File: src/rtl/mux8_sched_pkg.sv
// Shared constants, state encoding and the round-robin search used by the
// mux8_sched scheduler.
package mux8_sched_pkg;

  localparam int N_REQ = 8;
  localparam int SEL_W = 3;

  typedef enum logic {
    ST_IDLE  = 1'b0,
    ST_GRANT = 1'b1
  } state_e;

  typedef struct packed {
    logic             found;
    logic [SEL_W-1:0] idx;
  } rr_pick_t;

  // First set request at or after ptr, wrapping modulo N_REQ.
  function automatic rr_pick_t rr_pick(input logic [N_REQ-1:0] req,
                                       input logic [SEL_W-1:0] ptr);
    rr_pick_t         r;
    logic [SEL_W-1:0] idx;
    r.found = 1'b0;
    r.idx   = ptr;
    for (int i = 0; i < N_REQ; i++) begin
      idx = ptr + SEL_W'(i);
      if (!r.found && req[idx]) begin
        r.found = 1'b1;
        r.idx   = idx;
      end
    end
    return r;
  endfunction

endpackage

File: src/rtl/mux8_sched_if.sv
// Requester-side bus of the shared 8:1 mux: requests and data in, grant,
// select, valid and muxed data out.
interface mux8_sched_if;
  import mux8_sched_pkg::*;

  logic [N_REQ-1:0] req;
  logic [N_REQ-1:0] d;
  logic [N_REQ-1:0] gnt;
  logic [SEL_W-1:0] sel;
  logic             valid;
  logic             y;

  modport master (output req, output d, input gnt, input sel, input valid, input y);
  modport slave  (input req, input d, output gnt, output sel, output valid, output y);
endinterface

File: src/rtl/mux8_gate.sv
// Gate-level 8:1 AND-OR multiplexer: each data bit is ANDed with a full
// decode of sel and the products are ORed together.
module mux8_gate
  import mux8_sched_pkg::*;
(
  input  logic [SEL_W-1:0] sel,
  input  logic [N_REQ-1:0] d,
  output logic             y
);

  logic [N_REQ-1:0] term;

  for (genvar i = 0; i < N_REQ; i++) begin : g_term
    localparam logic [SEL_W-1:0] IDX = SEL_W'(i);
    assign term[i] = d[i] & ~(|(sel ^ IDX));
  end

  assign y = |term;

endmodule

File: src/rtl/mux8_sched.sv
// Round-robin scheduler owning the shared 8:1 mux: grants one requester at a
// time, holds for at most MAX_HOLD cycles, then rotates priority.
module mux8_sched
  import mux8_sched_pkg::*;
#(
  parameter int MAX_HOLD = 4
) (
  input  logic         clk,
  input  logic         rst_n,
  mux8_sched_if.slave  bus
);

  localparam int                CNT_W   = (MAX_HOLD > 1) ? $clog2(MAX_HOLD) : 1;
  localparam logic [CNT_W-1:0]  CNT_MAX = CNT_W'(MAX_HOLD - 1);

  state_e           state_q, state_d;
  logic [N_REQ-1:0] gnt_q,   gnt_d;
  logic [SEL_W-1:0] sel_q,   sel_d;
  logic             valid_q, valid_d;
  logic [SEL_W-1:0] ptr_q,   ptr_d;
  logic [CNT_W-1:0] cnt_q,   cnt_d;

  rr_pick_t         pick;
  logic             rel;
  logic             mux_y;

  always_comb begin
    state_d = state_q;
    gnt_d   = gnt_q;
    sel_d   = sel_q;
    valid_d = valid_q;
    ptr_d   = ptr_q;
    cnt_d   = cnt_q;
    pick    = rr_pick(bus.req, ptr_q);
    rel     = (state_q == ST_IDLE) || !bus.req[sel_q] || (cnt_q == CNT_MAX);

    // The owner sits last in the search order, so it only re-wins when nobody else waits.
    if (rel) begin
      if (pick.found) begin
        state_d = ST_GRANT;
        gnt_d   = N_REQ'(1) << pick.idx;
        sel_d   = pick.idx;
        valid_d = 1'b1;
        cnt_d   = '0;
        ptr_d   = pick.idx + SEL_W'(1);
      end else begin
        state_d = ST_IDLE;
        gnt_d   = '0;
        valid_d = 1'b0;
        cnt_d   = '0;
      end
    end else begin
      cnt_d = cnt_q + CNT_W'(1);
    end
  end

  always_ff @(posedge clk) begin
    if (!rst_n) begin
      state_q <= ST_IDLE;
      gnt_q   <= '0;
      sel_q   <= '0;
      valid_q <= 1'b0;
      ptr_q   <= '0;
      cnt_q   <= '0;
    end else begin
      state_q <= state_d;
      gnt_q   <= gnt_d;
      sel_q   <= sel_d;
      valid_q <= valid_d;
      ptr_q   <= ptr_d;
      cnt_q   <= cnt_d;
    end
  end

  mux8_gate u_mux (
    .sel (sel_q),
    .d   (bus.d),
    .y   (mux_y)
  );

  assign bus.gnt   = gnt_q;
  assign bus.sel   = sel_q;
  assign bus.valid = valid_q;
  assign bus.y     = valid_q & mux_y;

endmodule

File: src/flat_wrapper.sv
// flat-port wrapper written by rule: the top's interface ports become plain ports
module mux8_sched_flat import mux8_sched_pkg::*;
#(
  parameter int MAX_HOLD = 4
)
  (clk, rst_n, bus_req, bus_d, bus_gnt, bus_sel, bus_valid, bus_y);
  mux8_sched_if bus_i ();
  input  logic clk;
  input  logic rst_n;
  input wire logic [$bits(bus_i.req)-1:0] bus_req;
  input wire logic [$bits(bus_i.d)-1:0] bus_d;
  output wire logic [$bits(bus_i.gnt)-1:0] bus_gnt;
  output wire logic [$bits(bus_i.sel)-1:0] bus_sel;
  output wire logic [$bits(bus_i.valid)-1:0] bus_valid;
  output wire logic [$bits(bus_i.y)-1:0] bus_y;
  assign bus_i.req = bus_req;
  assign bus_i.d = bus_d;
  assign bus_gnt = bus_i.gnt;
  assign bus_sel = bus_i.sel;
  assign bus_valid = bus_i.valid;
  assign bus_y = bus_i.y;
  mux8_sched #(.MAX_HOLD(MAX_HOLD)) u_core (.clk(clk), .rst_n(rst_n), .bus(bus_i));
endmodule
File: config.mk
export PLATFORM = sky130hd
export DESIGN_NAME = mux8_sched_flat
export DESIGN_NICKNAME = d
export VERILOG_FILES = /design/src/rtl/mux8_sched_pkg.sv /design/src/rtl/mux8_sched_if.sv /design/src/rtl/mux8_gate.sv /design/src/rtl/mux8_sched.sv /design/src/flat_wrapper.sv
export SDC_FILE = /design/constraint.sdc
export NUM_CORES = 1
export LEC_CHECK = 0
export ABC_AREA = 1
export CAP_MARGIN = 10
export CELL_PAD_IN_SITES_DETAIL_PLACEMENT = 0
export CELL_PAD_IN_SITES_GLOBAL_PLACEMENT = 1
export CORE_ASPECT_RATIO = 0.9
export CORE_MARGIN = 2
export CORE_UTILIZATION = 37
export CTS_CLUSTER_DIAMETER = 200
export DETAILED_ROUTE_END_ITERATION = 10
export PLACE_DENSITY = 0.85
export SYNTH_ARGS = -nofsm -noshare
export SYNTH_HDL_FRONTEND = slang
export SYNTH_SLANG_ARGS = --single-unit
export TNS_END_PERCENT = 50
File: constraint.sdc
create_clock -name clk -period 3 [get_ports clk]
set_input_delay 0.6 -clock clk [delete_from_list [all_inputs] [get_ports clk]]
set_output_delay 0.6 -clock clk [all_outputs]
set_load 0.01 [all_outputs]
Word-level counts from Yosys, hierarchy flattened

Cells that the tools add are included.
W data, S select, Z words.

Bits in registers: 17
Bits of input ports: 18
Output and inout bits: 13
Word-level logic and storage cells: 107

$add $sub $neg: 9
$lt $le $gt $ge: 9
Eq/ne operators: 1
Shifts and indexed selects: 1
Multiplexer cells: 28
Bitwise logic cells: 26
Reductions and logical operators: 28

Operator list:

| operator              | count |
|---|---|
| $lt A3 B4 Y1 const B  | 9 |
| $mux W4               | 8 |
| $bmux W1 S3           | 9 |
| $reduce_or A3 Y1      | 8 |
| $not A1 Y1            | 13 |
| $add A3 B3 Y3 const B | 4 |
| $mux W1               | 10 |
| $and A1 B1 Y1         | 9 |
| $logic_not A1 Y1      | 8 |
| $mux W8               | 1 |
| $reduce_or A8 Y1      | 1 |
| $shl A1 B3 Y8 const A | 1 |
| $logic_and A1 B1 Y1   | 7 |
| $add A3 B1 Y3 const B | 2 |
| $add A3 B2 Y3 const B | 2 |
| $not A2 Y2            | 3 |
| $not A3 Y3            | 1 |
| $add A2 B1 Y2 const B | 1 |
| $eq A2 B2 Y1 const B  | 1 |
| $logic_or A1 B1 Y1    | 2 |
| $reduce_and A2 Y1     | 1 |
| $reduce_or A2 Y1      | 1 |

Logic depth before layout (Yosys ltp)

Gate-level depths: netlist (run 1).

Depth in word-level cells: 26
Gate-level depth with buffers: 23
Mapped depth without buffers: 21

Hierarchy

From an unflattened synthesis (run 1), not the netlist that was laid out.

Cell total of the unflattened synthesis: 259
Area, all modules: 1,657.8 µm²

Modules (own cells, without submodules):

| module     | instances | cells each | area an instance (µm²) | seq. area each (µm²) |
|---|---|---|---|---|
| mux8_sched | 1         | 238        | 1,562.7                | 340.3 |
| mux8_gate  | 1         | 21         | 95.1                   | 0.0 |

Least setup slack after synthesis (run 1)

No wires, ideal clock.

Kind: reg2reg
From: register u_core.ptr_q[0]
To: register u_core.ptr_q[2]
Setup time: 70 ps
Arrival time: 2,620 ps
Required time: 2,930 ps
Setup slack: 311 ps
Cell stages (with the launch flop): 20
Cell sequence: dfxtp_1 buf_6 inv_4 buf_12 ha_1 inv_2 nand3_1 nand3_1 nand2_2 nor2_4 nand4_4 nor2_8 nand3_2 nand2_1 inv_1 nand2_1 nand2_1 nor2_1 ha_1 a21oi_1

Longest elaborated chain between the ends: 25

Ends and longest elaborated chain:

| item                                                                   | line                 | text |
|---|---|---|
| start, declared                                                        | mux8_sched.sv:20     | `logic [SEL_W-1:0] ptr_q, ptr_d;` |
| start signal, assigned                                                 | mux8_sched.sv:70     | `ptr_q <= ptr_d;` |
| parallel branches: the longest is 23 deep, another holds $add A3 B1 Y3 | n/a                  |  |
| $mux W4 (*)                                                            | mux8_sched_pkg.sv:27 | `if (!r.found && req[idx]) begin` |
| $add A3 B1 Y3 / $reduce_and A2 Y1 (equally long branches)              | n/a                  |  |

Every way passes the cells marked *. The select of a mux whose other input is x is not followed.
A chain may end at the register's enable or synchronous reset.

Worst setup path in the final report (run 1)

From: input port bus_req[3]
To: register u_core.ptr_q[2]

Longest elaborated chain between the ends: 25

Ends and longest elaborated chain:

| item                                                      | line                 | text |
|---|---|---|
| start, declared                                           | flat_wrapper.sv:10   | `input wire logic [$bits(bus_i.req)-1:0] bus_req;` |
| $bmux W1 S3                                               | mux8_sched_pkg.sv:27 |  |
| $mux W1 (not written as such)                             | mux8_sched_pkg.sv:27 |  |
| $mux W4                                                   | mux8_sched_pkg.sv:27 |  |
| $logic_not A1 Y1                                          | mux8_sched_pkg.sv:27 |  |
| $logic_and A1 B1 Y1                                       | mux8_sched_pkg.sv:27 |  |
| $mux W4                                                   | mux8_sched_pkg.sv:27 |  |
| $logic_not A1 Y1                                          | mux8_sched_pkg.sv:27 |  |
| $logic_and A1 B1 Y1                                       | mux8_sched_pkg.sv:27 |  |
| (+9 left out)                                             | n/a                  |  |
| $mux W4                                                   | mux8_sched_pkg.sv:27 |  |
| $logic_not A1 Y1                                          | mux8_sched_pkg.sv:27 |  |
| $logic_and A1 B1 Y1                                       | mux8_sched_pkg.sv:27 |  |
| $mux W4                                                   | mux8_sched_pkg.sv:27 |  |
| $logic_not A1 Y1                                          | mux8_sched_pkg.sv:27 |  |
| $logic_and A1 B1 Y1                                       | mux8_sched_pkg.sv:27 |  |
| $mux W4                                                   | mux8_sched_pkg.sv:27 |  |
| $add A3 B1 Y3 / $reduce_and A2 Y1 (equally long branches) | n/a                  |  |

Several ways; a longest one is shown, not always the timed one. The select of a mux whose other input is x is not followed.

==> results of run 1 <==
registers in the layout, indices dropped and copies added, names as in the netlist:
name            flops
u_core.bus.sel      3
u_core.state_q      1
u_core.cnt_q        2
u_core.bus.gnt      8
u_core.ptr_q        3
through the flow:
step | instances | hold WS (ns)
5_1_grt | 370 | 0.432
2_1_floorplan | 268 | 0.398
4_1_cts | 368 | 0.426
3_5_place_dp | 364 | 0.417
3_3_place_gp | 364 | 0.414
6_report | 370 | 0.425
placed cells by master, fill, tap and decap left out, types with 2 or more instances in the layout:
| master | n |
|---|---|
| nand4_1 | 3 |
| o21ai_0 | 4 |
| a22o_1 | 3 |
| dfxtp_1 | 17 |
| nor2_4 | 2 |
| xnor2_2 | 2 |
| nand2_4 | 6 |
| nand2_2 | 11 |
| nand2_1 | 91 |
| clkbuf_8 | 3 |
| buf_4 | 12 |
| o21ai_1 | 2 |
| xor2_1 | 2 |
| nand3_4 | 2 |
| nand3_2 | 9 |
| inv_1 | 21 |
| inv_2 | 5 |
| nand3_1 | 37 |
| ha_1 | 6 |
| a21oi_1 | 10 |
| nor2_1 | 14 |
| clkdlybuf4s50_1 | 28 |
| dlymetal6s2s_1 | 2 |
routing by layer:
metal / share of wire [%] / wire length (um) / GRT usage [%] / up-vias
met2: 46 / 2010 / 28.1 / 29
met4: 0.30 / 13 / 1.79 / 0
met1: 51 / 2210 / 24.5 / 818
li1: - / - / - / 956
met5: 0 / 0 / 0 / -
met3: 3.3 / 146 / 2.60 / 2
what timing repair did:
item	CTS	global route
buffers inserted	0	2
setup endpoints to repair	0	8
resized for setup	0	5
power groups by stage:
| stage | clock (mW) | sequential (mW) | combinational [mW] |
|---|---|---|---|
| 6_report | 0.168 | 0.369 | 2.42 |
| 5_1_grt | 0.183 | 0.379 | 2.74 |
| 4_1_cts | 0.173 | 0.370 | 2.40 |
| 3_5_place_dp | 0 | 0.375 | 2.39 |
| 3_3_place_gp | 0 | 0.373 | 2.38 |
| 2_1_floorplan | 0 | 0.363 | 1.76 |
worst min path at each step:
| stage | from | endpoint | slack, ns | cells after the start |
|---|---|---|---|---|
| final | u_core.cnt_q[0] | u_core.cnt_q[0] | 0.43 | 1 |
| after CTS | u_core.cnt_q[0] | u_core.cnt_q[0] | 0.43 | 1 |
| after global placement | u_core.cnt_q[0] | u_core.cnt_q[0] | 0.41 | 1 |
| after floorplan | u_core.cnt_q[0] | u_core.cnt_q[0] | 0.40 | 1 |
| after global routing | u_core.cnt_q[0] | u_core.cnt_q[0] | 0.43 | 1 |
| after detailed placement | u_core.cnt_q[0] | u_core.cnt_q[0] | 0.42 | 1 |
critical path: stages:
cell and delay (ns):
clkdlybuf4s50_1 0.46, nand2_1 0.17, nand3_4 0.10, nand2_2 0.10
nand2_1 0.08, nand2_2 0.15, nand4_4 0.15, nor2_8 0.18
nand3_2 0.13, nand2_1 0.10, inv_1 0.04, nand2_1 0.09
nand2_2 0.09, nor2_1 0.17, ha_1 0.26, a21oi_1 0.11
cell usage after synthesis (3+ instances only):
master	count
ha_1	7
nand3_2	9
o21ai_0	4
inv_1	21
a22o_1	3
a21oi_1	10
nand4_1	3
nor2_1	14
nand2_1	93
nand2_4	6
inv_2	5
nand2_2	9
nand3_1	37
dfxtp_1	17
cell type report:
type                            instances  area (um^2)  share of cell area (%)
Inverter                               28          108                    4.79
Clock buffer                            3         41.3                    1.84
Sequential cell                        17          340                    15.2
Clock inverter                          1         5.00                   0.223
Tap cell                               62         77.6                    3.46
Timing Repair Buffer                   42          395                    17.6
Multi-Input combinational cell        217         1280                    56.9
logic make-up (layout without fill, tap and decap cells):
logic type	after synthesis	after routing	share of synthesized area, %
flip-flops	17	17	19.1
buffers and inverters	34	74	9.49
AND/OR/NAND/NOR	177	177	51.6
adder cells (fa/ha/maj)	7	7	4.92
AO/OA/AOI/OAI	28	28	11.5
XOR/XNOR	5	5	3.31
==> results by group, run 1 <==
Timing
  • Final Hold Fails: 0
  • Fin. max-slew vios: 0
  • Fin crit share: 93.1%
  • RSZ-0062 raised after global routing: no
  • Slack of the critical path: 0.206 ns
  • Setup Skew: 0.00382 ns
  • Final setup violation count: 0
  • Fmax: 0.358 GHz
  • Fin Setup TNS: 0 ns
  • Slew HR: 61.7%
  • Slew @ Worst Pin: 0.573 ns
  • Minimum clock period: 2.79 ns

Route
  • Router iterations before antenna repair: 4
  • Vias after detailed routing: 1805
  • DRC: 0
  • Vias/cell: 4.88
  • DR WL/cell: 11.8 um
  • Iteration-0 DRC Markers: 79
  • Antenna Violating Nets Remaining: 0
  • Wirelength, routed: 4380 um

Setup path
  • Nature of the critical path startpoint: primary input
  • Worst R2R Path Depth: 17
  • Worst flop-to-flop path endpoint: u_core.ptr_q[2]
  • Critical path endpoint: u_core.ptr_q[2]
  • Register-to-Register Setup Slack: 0.25 ns
  • Critical-path maximum fanout: 6
  • Worst path required time: 3.19 ns
  • Worst r2r src: u_core.ptr_q[0]
  • CP endpoint kind: flop
  • CP Launch Point: bus_req[3]
  • Critical Path AT: 2.98 ns
  • CP Class: in2reg

Synth
  • Gate Count Post-Synth: 268
  • Area leader, netlist: nand2_1
  • Syn_area_per_cell: 6.64 um^2
  • Seq/Total Area, Yosys: 19.1%
  • Post-Syn Nets: 293
  • EDFF count, synth: 0
  • Synth top area cells: nand2_1 (20%), dfxtp_1 (19%), nand3_1 (10%)
  • Seq cells post-synth: 17
  • Synth top area share: 19.6%
  • Cell variety after synth: 37
  • Post-synthesis async set-or-reset flop share: 0%
  • Post-Syn Area: 1780 um^2
  • Post-synth top flop: dfxtp_1
  • Synth warn: 0

Clocking
  • Clock buffer count from CTS: 3
  • Number of clock sinks: 17
  • # H-tree levels: 1
  • CTS tree: built
  • Clock slew seen by the registers of the worst setup and hold paths: 0.07 ns
  • CTS max path bufs: 2
  • Cts hold-fix bufs: 0
  • Root Driver: clkbuf_8
  • Skew-Pair Late Insertion Delay: 0.25 ns

Global route
  • Aggregate global routing overflow: 0
  • Global-route wire length before repair: 7760 um
  • Number of global-route vias before repair: 1740
  • GRT Resource Usage Total: 17.1%
  • Largest net degree at the start of global routing: 17
  • Initial antenna violation count: 0

Pwr
  • Internal power: 1.32 mW
  • Gate power share: 81.9%
  • Sw frac: 55.6%
  • Maximum vdd drop: 0.000579 V
  • Clk pwr share: 5.7%
  • Power Density: 1320 nW/um^2
  • Total power draw: 2.96 mW
  • Net switching power: 1.65 mW
  • Flop pwr share: 12.4%
  • Leakage: 1.11 nW

Finish
  • Layout filler cell count: 474
  • Ant. Diodes: 0
  • Layout cells sized above 1: 20.1%
  • Post-layout util: 49.4%
  • Layout net count: 334
  • Design area: 2240 um^2
  • Area delta synth->final: 26.2%

Placement
  • Hpwl dp: 3570 um
  • Post-Place Setup Slack: -0.0674 ns
  • Dpl cell area: 2170 um^2
  • Placer's final routability congestion estimate: 0.912
  • Number of buffers added on ports: 30

Floorplan
  • I/O pin count: 31
  • Die width: 77.1 um
  • CORE AREA: 4550 um^2
  • Initial Utilization: 39.1%
  • Core Rows: 23
  • Die ar.: 5380 um^2
  • Die H: 69.8 um

Run
  • Max_cap viols: 0

Worst hold path
  • Hold Path Class: reg2reg

Run status
  • Status: completed
Power figures use the tool's default switching activity.
==> inputs of run 2 (changes only) <==
Settings changed: GPL_TIMING_DRIVEN set to 0.
==> results by group, run 2 (synthesis gave the netlist of run 1 again) <==
Timing
  • Setup Skew: 0.00208 ns (-0.00174 ns)
  • Minimum clock period: 2.82 ns (+0.0283 ns)
  • Slew @ Worst Pin: 0.613 ns (+0.0393 ns)
  • Fin. max-slew vios: 0 (unchanged)
  • Final setup violation count: 0 (unchanged)
  • Fin crit share: 94.1% (+0.94 points)
  • Slew HR: 59.0% (-2.7 points)
  • Fin Hold WS: 0.425 ns (-0.000463 ns)
  • Final Hold Fails: 0 (unchanged)
  • Fin Setup TNS: 0 ns (unchanged)
  • Fmax: 0.354 GHz (-1.0%)
  • Slack of the critical path: 0.177 ns (-0.0283 ns)

Placement
  • Post-Place Setup Slack: -0.157 ns (-0.0898 ns)
  • Dpl cell area: 2150 um^2 (-1.1%)
  • Hpwl dp: 3450 um (-3.2%)
  • Placer's final routability congestion estimate: 0.850 (-6.9%)
  • Number of buffers added on ports: 29 (-3.3%)
  • Placed cell count: 359 (-1.4%)

Finish
  • Layout net count: 335 (+0.30%)
  • Finished Layout Cells: 371 (+0.27%)
  • Design area: 2350 um^2 (+4.8%)
  • Post-layout util: 51.7% (+2.4 points)
  • Layout cells sized above 1: 24.3% (+4.1 points)
  • Area delta synth->final: 32.2%
  • Ant. Diodes: 0 (unchanged)
  • Max reg flops: 8 (unchanged)
  • Commonest non-fill, non-tap cell in the layout: nand2_1
  • Most frequent cells in the layout: nand2_1 (88), nand3_1 (34), clkdlybuf4s50_1 (29)

Setup path
  • Nature of the critical path startpoint: flop
  • Critical Path AT: 3.00 ns (+0.02 ns)
  • Worst R2R Path Depth: 18 (+1)
  • Critical-path maximum fanout: 10 (+4)
  • CP Class: reg2reg
  • Worst path required time: 3.18 ns (about the same)
  • CP endpoint kind: flop

Clocking
  • Clock buffer count from CTS: 3 (unchanged)
  • Root Driver: clkbuf_8
  • # H-tree levels: 1 (unchanged)
  • Number of clock sinks: 17 (unchanged)
  • CTS max path bufs: 2 (unchanged)
  • Clock slew seen by the registers of the worst setup and hold paths: 0.06 ns (about the same)
  • Skew-Pair Late Insertion Delay: 0.24 ns (about the same)
  • Cts hold-fix bufs: 0 (unchanged)
  • CTS tree: built

Route
  • Wirelength, routed: 4440 um (+1.5%)
  • DR WL/cell: 12.0 um (+1.2%)
  • Iteration-0 DRC Markers: 74 (-6.3%)
  • Vias/cell: 4.89 (+0.17%)
  • Router iterations before antenna repair: 4 (unchanged)
  • Antenna Violating Nets Remaining: 0 (unchanged)
  • DRC: 0 (unchanged)
  • Vias after detailed routing: 1813 (+0.44%)

Worst hold path
  • Worst hold path depth: 1 (unchanged)
  • Hold Path Class: reg2reg

Global route
  • Largest net degree at the start of global routing: 11 (-6)
  • Number of global-route vias before repair: 1644 (-5.5%)
  • Initial antenna violation count: 0 (unchanged)
  • Aggregate global routing overflow: 0 (unchanged)
  • Global-route wire length before repair: 7530 um (-2.8%)
  • GRT Resource Usage Total: 16.6% (-0.56 points)

Pwr
  • Leakage: 1.11 nW (+0.19%)
  • Maximum vdd drop: 0.000621 V (+7.3%)
  • Power Density: 1340 nW/um^2 (+1.7%)
  • Total power draw: 3.16 mW (+6.6%)

Floorplan
  • I/O pin count: 31 (unchanged)
  • Die ar.: 5380 um^2 (unchanged)
  • CORE AREA: 4550 um^2 (unchanged)
  • Initial Utilization: 39.1% (unchanged)
  • Die width: 77.1 um (unchanged)
  • Die H: 69.8 um (unchanged)
  • Core Rows: 23 (unchanged)

Run
  • Max_cap viols: 0 (unchanged)

Run status
  • Status: completed
==> run 2: area by class of cell <==
| class | count | area, um^2 |
|---|---|---|
| Buffer | 6 | 65.1 |
| Clock buffer | 4 | 45.0 |
| Fill cell | 480 | 2190 |
| Inverter | 28 | 110 |
| Multi-Input combinational cell | 217 | 1360 |
| Sequential cell | 17 | 342 |
| Tap cell | 62 | 77.6 |
| Timing Repair Buffer | 37 | 350 |
==> run 2: path summary, 6_finish.rpt <==
check,startpoint,to,slack [ns]
worst max-delay path,u_core.ptr_q[0],u_core.ptr_q[2],0.18
worst min-delay path,u_core.cnt_q[0],u_core.cnt_q[0],0.42
worst max register to register,u_core.ptr_q[0],u_core.ptr_q[2],0.18
worst min register to register,u_core.cnt_q[0],u_core.cnt_q[0],0.42
==> run 2: layer usage <==
layer  vias to the layer above  part of all wire, %  global-route usage, %
met2                        24                   48                   27.6
met5                         -                    0                      0
met1                       823                   49                   24.0
met3                         2                  2.5                   1.17
met4                         0                 0.29                   2.38
li1                        964                    -                      -
==> run 2: timing repair <==
action | in CTS | in global routing
gates resized for setup | 4 | 19
buffers inserted | 0 | 8
endpoints found under the setup margin | 8 | 8
pin swaps | 0 | 5
endpoints found under the hold margin | 0 | 0
==> run 2: report_power, final <==
group          leakage [nW]  internal (mW)  switching [mW]
sequential            0.140          0.302          0.0432
combinational         0.946          0.993            1.65
clock                0.0228         0.0939          0.0706
==> run 2: worst max-delay path: stages (launching register included) <==
cell and delay [ns]:
dfxtp_2 0.33, buf_6 0.13, inv_4 0.05, buf_12 0.15, ha_4 0.28, inv_4 0.10
nand3_1 0.10, nand3_1 0.11, nand2_2 0.08, nor2_4 0.14, nand4_4 0.15, nor2_8 0.20
buf_4 0.13, nand4_1 0.10, nand2_2 0.14, inv_1 0.08, nor2_4 0.14, ha_4 0.21
a21oi_2 0.11
